File: config.mk
export PLATFORM = sky130hd
export DESIGN_NAME = serial_subtractor
export DESIGN_NICKNAME = d
export VERILOG_FILES = /design/src/rtl/serial_sub_pkg.sv /design/src/rtl/sub_bit_slice.sv /design/src/rtl/serial_subtractor.sv
export SDC_FILE = /design/constraint.sdc
export NUM_CORES = 1
export LEC_CHECK = 0
export CAP_MARGIN = 20
export CORE_ASPECT_RATIO = 0.75
export CORE_UTILIZATION = 35
export DETAILED_ROUTE_END_ITERATION = 7
export DONT_BUFFER_PORTS = 1
export PLACE_DENSITY = 0.59
export SYNTH_ARGS = -nofsm -noshare
export SYNTH_HDL_FRONTEND = slang
export SYNTH_SLANG_ARGS = --single-unit
File: constraint.sdc
create_clock -name clk -period 3.75 [get_ports clk]
set_clock_uncertainty 0.2 [all_clocks]
set_input_delay 0.75 -clock clk [delete_from_list [all_inputs] [get_ports clk]]
set_output_delay 0.75 -clock clk [all_outputs]
set_load 0.005 [all_outputs]
File: src/rtl/serial_sub_pkg.sv
// Shared types for the bit-serial subtractor.
// State encoding and counter sizing helper.
package serial_sub_pkg;

  typedef enum logic [1:0] {
    IDLE,
    RUN,
    DONE
  } state_t;

  function automatic int cnt_w(input int width);
    return $clog2(width + 1);
  endfunction

endpackage

File: src/rtl/sub_bit_slice.sv
// One-bit full subtractor: d = a - b - bin.
// Purely combinational; reused every cycle by the serial datapath.
module sub_bit_slice (
  input  logic a,
  input  logic b,
  input  logic bin,
  output logic d,
  output logic bout
);

  assign d    = a ^ b ^ bin;
  assign bout = (~a & b) | (~(a ^ b) & bin);

endmodule

File: src/rtl/serial_subtractor.sv
// Bit-serial a - b - bin, LSB first, start/busy/done handshake.
// Define SERIAL_SUB_OVF_EN to add the registered signed-overflow output.
module serial_subtractor
  import serial_sub_pkg::*;
#(
  parameter int WIDTH = 8
) (
  input  logic             clk,
  input  logic             rst,
  input  logic             start,
  input  logic [WIDTH-1:0] a,
  input  logic [WIDTH-1:0] b,
  input  logic             bin,
  output logic             busy,
  output logic             done,
  output logic [WIDTH-1:0] diff,
`ifdef SERIAL_SUB_OVF_EN
  output logic             bout,
  output logic             ovf
`else
  output logic             bout
`endif
);

  localparam int CW = cnt_w(WIDTH);
  localparam logic [CW-1:0] LAST = CW'(WIDTH - 1);

  state_t           state_q, state_d;
  logic [WIDTH-1:0] a_q, a_d;
  logic [WIDTH-1:0] b_q, b_d;
  logic [WIDTH-1:0] acc_q, acc_d;
  logic [WIDTH-1:0] diff_q, diff_d;
  logic [CW-1:0]    cnt_q, cnt_d;
  logic             br_q, br_d;
  logic             bout_q, bout_d;
  logic             busy_q, busy_d;
  logic             done_q, done_d;
`ifdef SERIAL_SUB_OVF_EN
  logic             ovf_q, ovf_d;
`endif

  logic s_d;
  logic s_bout;

  sub_bit_slice u_slice (
    .a    (a_q[0]),
    .b    (b_q[0]),
    .bin  (br_q),
    .d    (s_d),
    .bout (s_bout)
  );

  always_comb begin
    state_d = state_q;
    a_d     = a_q;
    b_d     = b_q;
    acc_d   = acc_q;
    diff_d  = diff_q;
    cnt_d   = cnt_q;
    br_d    = br_q;
    bout_d  = bout_q;
`ifdef SERIAL_SUB_OVF_EN
    ovf_d   = ovf_q;
`endif
    unique case (state_q)
      IDLE, DONE: begin
        if (start) begin
          a_d     = a;
          b_d     = b;
          br_d    = bin;
          cnt_d   = '0;
          state_d = RUN;
        end else begin
          state_d = IDLE;
        end
      end
      RUN: begin
        a_d   = a_q >> 1;
        b_d   = b_q >> 1;
        br_d  = s_bout;
        acc_d = acc_q >> 1;
        acc_d[WIDTH-1] = s_d;
        cnt_d = cnt_q + 1'b1;
        // Publish only the complete word, never a partial shift.
        if (cnt_q == LAST) begin
          state_d = DONE;
          diff_d  = acc_d;
          bout_d  = s_bout;
`ifdef SERIAL_SUB_OVF_EN
          ovf_d   = br_q ^ s_bout;
`endif
        end
      end
      default: state_d = IDLE;
    endcase
    busy_d = (state_d == RUN);
    done_d = (state_d == DONE);
  end

  always_ff @(posedge clk) begin
    if (rst) begin
      state_q <= IDLE;
      a_q     <= '0;
      b_q     <= '0;
      acc_q   <= '0;
      diff_q  <= '0;
      cnt_q   <= '0;
      br_q    <= 1'b0;
      bout_q  <= 1'b0;
      busy_q  <= 1'b0;
      done_q  <= 1'b0;
`ifdef SERIAL_SUB_OVF_EN
      ovf_q   <= 1'b0;
`endif
    end else begin
      state_q <= state_d;
      a_q     <= a_d;
      b_q     <= b_d;
      acc_q   <= acc_d;
      diff_q  <= diff_d;
      cnt_q   <= cnt_d;
      br_q    <= br_d;
      bout_q  <= bout_d;
      busy_q  <= busy_d;
      done_q  <= done_d;
`ifdef SERIAL_SUB_OVF_EN
      ovf_q   <= ovf_d;
`endif
    end
  end

  assign busy = busy_q;
  assign done = done_q;
  assign diff = diff_q;
  assign bout = bout_q;
`ifdef SERIAL_SUB_OVF_EN
  assign ovf  = ovf_q;
`endif

endmodule

; Word-level counts from Yosys, hierarchy flattened
; Index checks and enable logic that the tools add are counted.
[word_totals]
register_bits = 42
input_bits = 20
output_inout_bits = 11
elab_cells = 40
[op_classes]
n_addsub = 1
eq_ne = 6
n_mux = 11
n_bitwise = 7
reduce_logical = 5
[ops]
columns = cell, count
row1 = $pmux W8 S2, 2
row2 = $mux W8, 2
row3 = $pmux W4 S2, 1
row4 = $add A4 B1 Y4 const B, 1
row5 = $eq A2 B1 Y1 const B, 2
row6 = $eq A2 B2 Y1 const B, 2
row7 = $eq A4 B3 Y1 const B, 1
row8 = $mux W4, 1
row9 = $pmux W2 S2, 1
row10 = $reduce_and A2 Y1, 2
row11 = $and A1 B1 Y1, 2
row12 = $logic_not A2 Y1, 1
row13 = $mux W1, 2
row14 = $mux W2, 1
row15 = $ne A2 B2 Y1 const B, 1
row16 = $not A1 Y1, 2
row17 = $pmux W1 S2, 1
row18 = $reduce_bool A2 Y1, 1
row19 = $reduce_or A2 Y1, 1
row20 = $xor A1 B1 Y1, 2
row21 = $or A1 B1 Y1, 1

; Depth between registers and ports, before layout
; Gate-level depths: netlist (run 1).
[logic_depth]
depth_word = 5
ltp_mapped = 5
ltp_nobuf = 4

; Modules after synthesis
; A second synthesis (run 1) with hierarchy kept.
[unflattened]
cells_unflattened = 185
hier_area_um2 = 1721.7
[modules_own_cells]
columns = mod, n_inst, cells_per_inst, area_each_um2, seq_area_each_um2
row1 = serial_subtractor, 1, 181, 1690.4, 820.8
row2 = sub_bit_slice, 1, 4, 31.3, 0.0

; Worst setup path after synthesis (run 1)
; OpenSTA, ideal clock, no wires.
[synth_path]
path_type = input to register
from = input port start
to = register cnt_q[3]
setup_ns = 0.123
arrival_time_ns = 1.400
required_ns = 3.427
path_slack_ns = 2.027
cell_stages = 4
path_buffers = 1
path_cell_list = nor2b_1 > buf_2 > nor3b_1 > mux2_1
[synth_via]
elab_chain_cells = 2
[synth_rtl]
columns = item, line
row1 = "start, declared", serial_subtractor.sv:10  ; input logic start,
row2 = $ne A2 B2 Y1 (no line), --
row3 = $reduce_and A2 Y1 (no line), --
row4 = "end signal, assigned", serial_subtractor.sv:121  ; cnt_q <= cnt_d;
row5 = "end, declared", serial_subtractor.sv:33  ; logic [CW-1:0] cnt_q, cnt_d;
; Every way passes these cells.
; A chain may end at the register's enable or synchronous reset.

; Final worst setup path (run 1)
[layout_path]
from = register state_q[0]
to = register b_q[0]
[layout_via]
elab_chain_cells = 4
word_cells_on_any_way = 8
classes_between = eq/ne: 3 / mux: 1 / reduce/logical: 4
[layout_rtl]
columns = item, line
row1 = "start, declared", serial_subtractor.sv:28  ; state_t state_q, state_d;
row2 = "start signal, assigned", serial_subtractor.sv:116  ; state_q <= state_d;
row3 = $eq A2 B2 Y1 / $logic_not A2 Y1 (equally long branches), serial_subtractor.sv:65  ; unique case (state_q)
row4 = $reduce_or A2 Y1, serial_subtractor.sv:65
row5 = $ne A2 B2 Y1 (no line) / $reduce_bool A2 Y1 (equally long branches), --
row6 = $reduce_and A2 Y1 (no line), --
row7 = "end signal, assigned", serial_subtractor.sv:104  ; b_q <= '0;
row8 = "end signal, assigned", serial_subtractor.sv:118  ; b_q <= b_d;
row9 = "end, declared", serial_subtractor.sv:30  ; logic [WIDTH-1:0] b_q, b_d;
; Parallel ways exist; a longest one is shown, timed or not.

==> flow_metrics.py, run 1 <==
metrics = {
    "die": {
        "fp.dieW_um": 80.90,
        "coreArea_sq_um": 4467,
        "rows": 21,
        "top_level_ports": 31,
        "initial_utilization_pct": 36.58,
        "die_area_sq_um": 4949,
        "die_h_um": 61.18,
    },
    "setup_path": {
        "reg2reg_to": "b_q[0]",
        "cp-start-kind": "flop",
        "reg2reg_depth": 4,
        "slowest_stage": "and2b_1",
        "worstSetupPathType": "reg2reg",
        "worstPathRequired_ps": 3770,
        "crit_path_end_kind": "flop",
        "slowest_delay_ps": 640,
        "cp_data_arrival_time_ps": 1900,
        "critPathBufInv": 1,
        "crit_path_cell_trace": "and2b_1 -> buf_4 -> a22oi_1 -> a21oi_1",
        "timing.rr.start": "state_q[0]",
        "worstPathMaxFanout": 24,
        "crit_start": "state_q[0]",
        "reg2reg_slack_ps": 1870,
        "critical-path-top-delay-family": "simple AND/OR/NAND/NOR gates",
    },
    "cells_and_area": {
        "layout_commonest_cell": "dfxtp_1",
        "fin_nets": 197,
        "fillers": 462,
        "area_growth_pct": 7.198,
        "mostFrequentLayoutCells": "dfxtp_1, a21oi_1, nand3_1",
        "num_antenna_cells": 0,
        "drive_above_1_share_pct": 7.386,
        "final_cell_area_sq_um": 1752,
    },
    "placed_design": {
        "dpl.hpwl_mm": 2.231,
        "io_buffers": 0,
        "dpl_cell_area_sq_um": 1618,
        "gp_congestion": 0.6951,
    },
    "clocking": {
        "cts-resized-gates": 0,
        "cts_root_buf": "clkbuf_8",
        "clockBufferDepth": 2,
        "post_cts_buffers": 0,
        "clock_sinks": 41,
        "hold_buffers": 0,
        "clkLatencyLatePin_ps": 290,
        "htree_levels": 2,
        "cts_buffers": 5,
        "clkTransAtPathRegs_ps": 80,
        "tritoncts": "done",
    },
    "synth": {
        "synth_mux_area_share_pct": 1.608,
        "syn_inst": 184,
        "synthTopCellsByArea": "dfxtp_1, a21oi_1, nand3_1",
        "synth_largest_area_cell": "dfxtp_1",
        "synthXorXnorAreaFrac_pct": 0,
        "synth_compound_area_share_pct": 22.13,
        "synth_adder_area_share_pct": 1.991,
        "ys_seq_elements": 41,
        "ys_seq_area_share_pct": 50.23,
        "syn_area_sq_um": 1634,
        "synth-simple-area-share_pct": 17.08,
        "yosys_warnings": 0,
        "synth_edf_count": 0,
        "async_reset_ff_share_pct": 0,
        "syn-num-nets": 206,
        "syn_area_per_cell_sq_um": 8.881,
        "synth-main-ff-cell": "dfxtp_1",
        "synth_top_area_share_pct": 50.23,
        "synth_top_family_by_area": "compound AO/OA/AOI/OAI gates",
        "yosysUniqueCellTypes": 27,
    },
    "worst_hold_path": {
        "whs_path_depth": 2,
        "holdCritStartpoint": "acc_q[1]",
        "hold_class": "reg2reg",
        "min_to": "acc_q[1]",
    },
    "routing": {
        "drc": 0,
        "viasPerCell": 5.571,
        "vias": 1298,
        "wl_per_cell_um": 14.60,
        "wl_mm": 3.401,
        "first_iter_violations": 80,
        "ant_nets": 0,
        "drt_pass1_iterations": 4,
    },
    "run_status": {
        "status": "finished, final reports clean",
    },
    "power": {
        "power_mw": 0.9471,
        "peakVddDrop_mv": 0.1723,
        "cellLeakagePower_nw": 0.5857,
        "powerDensity_nw_per_um2": 540.7,
    },
    "grt": {
        "grt_pass1_wl_mm": 5.416,
        "grt_use_met1_pct": 17.83,
        "use_met3_pct": 5.333,
        "grt_max_degree": 43,
        "antenna_found_initial": 0,
        "grt_usage_pct": 14.69,
        "grt_util_met2_pct": 23.77,
        "top_usage_layer": "met2",
        "globalRouteOverflowTotal": 0,
        "grt_pass1_vias": 1213,
    },
    "sta": {
        "max_slew_margin_pct": 49.61,
        "clock.fmax_ghz": 0.5319,
        "setup_tns_ps": 0,
        "setup_violations": 0,
        "fin_crit_sh_pct": 50.14,
        "rsz0062_at_grt": "no",
        "fin_crit_ps": 1880,
        "worst_pin_slew_ps": 755.9,
        "slew_violations": 0,
        "hold_violations": 0,
    },
    "job": {
        "max-cap-violations": 0,
    },
}
## Yosys cell counts (2+ instances only)
master     n
nand2b_1   3
nor2_1     4
buf_2      7
o21ai_0    8
clkbuf_1   6
nand3_1   27
buf_6      2
buf_4      4
nand2_1   15
nor3_1     2
a22oi_1   15
a21oi_1   36
dfxtp_1   41
## tightest hold or removal path: stages, from the launching register on
cell	delay, ps
dfxtp_1	310
nand2_1	50
a21oi_1	50
## state kept, by name, summed over array words and instances, names as in the netlist
signal and flops:
busy 1, diff 8, br_q 1, acc_q 7
bout 1, cnt_q 4, a_q 8, done 1
b_q 8, state_q 2
## layout make-up
type,count,area [sq um],area share (%)
sequential,41,820.8,46.86
multi-input combinational,123,699.4,39.93
tap,57,71.32,4.071
clock buffer,5,68.82,3.929
clock inverter,3,65.06,3.714
timing repair buffer,3,22.52,1.286
inverter,1,3.754,0.2143
## where the power goes
group	internal, mW	switching [mW]	total (mW)
logic	0.0242	0.0436	0.0678
registers	0.453	0.0108	0.463
clock network	0.264	0.152	0.416
## cells by family after synthesis
| kind of cell | count (synthesis) |
|---|---|
| AO/OA/AOI/OAI | 62 |
| AND/OR/NAND/NOR | 57 |
| flip-flops | 41 |
| buffers and inverters | 20 |
| multiplexers | 2 |
| adder cells (fa/ha/maj) | 2 |
## per-layer routing
| layer | share of wire [%] | up-vias |
|---|---|---|
| met1 | 46 | 633 |
| li1 | - | 633 |
| met4 | 0.97 | 0 |
| met3 | 5.4 | 5 |
| met5 | 0 | - |
| met2 | 48 | 27 |
## through the flow
stage / worst slack, ps / std cells / utilization, % / hold slack [ps]
floorplan: 2027 / 184 / - / 236.6
global placement: 1948 / 225 / 36.22 / 236.5
detailed placement: 1911 / 225 / 36.22 / 249.6
CTS: 1885 / 233 / 39.22 / 260.6
global route: 1716 / 233 / 39.22 / 273.4
finish: 1870 / 233 / 39.22 / 254.2
## worst max-delay path by stage
stage / end / slack, ps / depth (start not counted)
after global placement: cnt_q[2] / 1950 / 4
after global routing: b_q[5] / 1720 / 4
after floorplan: cnt_q[3] / 2030 / 4
after CTS: b_q[0] / 1880 / 4
after detailed placement: cnt_q[2] / 1910 / 4
final: b_q[0] / 1870 / 4
Note: power is estimated with default switching activity, not from simulation.
==> inputs of run 2 (changes only) <==
--- a/config.mk
+++ b/config.mk
@@ -10,7 +10,7 @@
 export CORE_UTILIZATION = 35
 export DETAILED_ROUTE_END_ITERATION = 7
 export DONT_BUFFER_PORTS = 1
-export PLACE_DENSITY = 0.59
+export PLACE_DENSITY = 0.61
 export SYNTH_ARGS = -nofsm -noshare
 export SYNTH_HDL_FRONTEND = slang
 export SYNTH_SLANG_ARGS = --single-unit
==> constraint.sdc (replaced) <==
create_clock -name clk -period 1.6 [get_ports clk]
set_clock_uncertainty 0.2 [all_clocks]
set_input_delay 0.32 -clock clk [delete_from_list [all_inputs] [get_ports clk]]
set_output_delay 0.32 -clock clk [all_outputs]
set_load 0.005 [all_outputs]
==> run 2 against run 1 <==
Count of clock-buffer cells in the layout rose by 2; core utilization rose by 1.1 points; first-iteration DRC count fell by 24%; fmax rose by 27%; worst setup slack got worse by 1700 ps; global-route usage rose by 0.59 points; critical path depth rose by 1; final area rose by 2.8%.
==> flow_metrics.py, run 2 (synthesized netlist as in run 1, its figures left out) <==
metrics = {
    "sta": {
        "slew_violations": 0,
        "setup_tns_ps": 0,
        "fin_crit_ps": 1479,
        "worst_pin_slew_ps": 365.0,
        "setup_violations": 0,
        "worst_hold_slack_ps": 16.96,
        "rsz0062_at_grt": "no",
        "max_slew_margin_pct": 75.67,
        "clock.fmax_ghz": 0.6761,
        "hold_violations": 0,
        "fin_crit_sh_pct": 92.45,
    },
    "cells_and_area": {
        "fillers": 471,
        "postLayoutCoreUtil_pct": 40.31,
        "area_growth_pct": 10.18,
        "drive_above_1_share_pct": 11.35,
        "final_cells": 242,
        "mostFrequentLayoutCells": "dfxtp_1, a21oi_1, nand3_1",
        "fin_nets": 207,
        "num_antenna_cells": 0,
        "layout_commonest_cell": "dfxtp_1",
    },
    "clocking": {
        "post_cts_buffers": 0,
        "tritoncts": "done",
        "clockBufferDepth": 2,
        "clock_sinks": 41,
        "clkLatencyLatePin_ps": 290,
        "htree_levels": 2,
        "cts_buffers": 5,
        "cts_root_buf": "clkbuf_8",
        "clkTransAtPathRegs_ps": 70,
    },
    "worst_hold_path": {
        "hold_class": "in2reg",
        "whs_path_depth": 2,
        "holdCritStartpoint": "a[6]",
        "min_to": "a_q[6]",
    },
    "placed_design": {
        "gp_congestion": 0.7449,
        "io_buffers": 0,
        "dpl.hpwl_mm": 2.159,
        "dpl.cell_count": 232,
    },
    "grt": {
        "globalRouteOverflowTotal": 0,
        "grt_usage_pct": 15.28,
        "grt_max_degree": 41,
        "grt_pass1_vias": 1196,
        "antenna_found_initial": 0,
        "grt_pass1_wl_mm": 5.451,
    },
    "routing": {
        "wl_per_cell_um": 14.19,
        "ant_nets": 0,
        "wl_met2_mm": 1.446,
        "drt_pass1_iterations": 4,
        "viasPerCell": 5.364,
        "first_iter_violations": 61,
        "wl_mm": 3.435,
        "drt-met1-wl_mm": 1.717,
        "route.met3.wl_um": 191,
        "top_layer": "met4",
        "vias": 1298,
        "drc": 0,
    },
    "setup_path": {
        "crit_path_end_kind": "flop",
        "worstPathMaxFanout": 6,
        "reg2reg_to": "diff[1]",
        "cp-start-kind": "flop",
        "timing.rr.start": "cnt_q[0]",
        "slowest_stage": "dfxtp_1",
        "reg2reg_slack_ps": 120,
        "worstPathRequired_ps": 1630,
        "reg2reg_depth": 5,
        "cp_data_arrival_time_ps": 1510,
        "worstSetupPathType": "reg2reg",
        "slowest_delay_ps": 380,
        "crit_path_cell_trace": "ha_2 -> and3b_2 -> buf_4 -> nand3_1 -> a21oi_1",
    },
    "die": {
        "rows": 21,
        "die_area_sq_um": 4949,
        "die_h_um": 61.18,
        "coreArea_sq_um": 4467,
        "fp.dieW_um": 80.90,
        "initial_utilization_pct": 36.58,
        "top_level_ports": 31,
    },
    "power": {
        "p_comb_share_pct": 10.0,
        "p_int_mw": 1.479,
        "p_clk_share_pct": 34.7,
        "cellLeakagePower_nw": 0.6093,
        "powerDensity_nw_per_um2": 1090,
        "p_seq_share_pct": 55.3,
        "p_sw_share_pct": 24.64,
        "p_sw_mw": 0.4836,
        "peakVddDrop_mv": 0.4054,
    },
    "run_status": {
        "status": "finished, final reports clean",
    },
    "job": {
        "max-cap-violations": 0,
    },
}
## run 2: per-stage QoR
step | power [mW] | setup slack [ps] | cell area, sq um
after floorplan | 1.262 | 222.0 | 1634
after global placement | 1.279 | 148.2 | 1670
after detailed placement | 1.280 | 74.03 | 1670
after CTS | 1.999 | 50.41 | 1797
after global routing | 2.060 | 16.68 | 1800
final | 1.962 | 120.8 | 1800
## run 2: per-layer routing
layer | track usage [%] | vias up
li1 | - | 656
met1 | 19.24 | 612
met2 | 22.33 | 23
met3 | 5.481 | 7
met4 | 9.949 | 0
met5 | 0 | -
## run 2: critical path, delay by kind of cell (launching register included)
family	cells	cell delay [ps]
buffers and inverters	1	160
flip-flops	1	380
AND/OR/NAND/NOR	2	330
AO/OA/AOI/OAI	1	130
adder cells (fa/ha/maj)	1	220
## run 2: worst max path at each step
stage	from	endpoint	slack (ps)	cells past startpoint
floorplan	cnt_q[0]	diff[7]	220	5
global placement	cnt_q[0]	diff[4]	150	5
detailed placement	cnt_q[0]	diff[1]	70	5
CTS	cnt_q[0]	diff[1]	50	5
global route	cnt_q[0]	diff[3]	20	5
finish	cnt_q[0]	diff[1]	120	5
## run 2: cell type report
class | instances | area, sq um | area share, %
Clock buffer | 7 | 86.33 | 4.795
Inverter | 1 | 3.754 | 0.2085
Multi-Input combinational cell | 123 | 703.2 | 39.05
Sequential cell | 41 | 820.8 | 45.59
Tap cell | 57 | 71.32 | 3.961
Timing Repair Buffer | 13 | 115.1 | 6.393
## run 2: power groups by stage
stage	clock (mW)	combinational [mW]	sequential, mW
2_1_floorplan	0	0.159	1.10
3_3_place_gp	0	0.171	1.11
3_5_place_dp	0	0.172	1.11
4_1_cts	0.718	0.197	1.08
5_1_grt	0.749	0.221	1.09
6_report	0.681	0.197	1.08
## run 2: what timing repair did
item	4_1_cts	5_1_grt
hold buffers	3	0
endpoints found under the setup margin	0	6
endpoints found under the hold margin	40	0
resized for setup	0	2
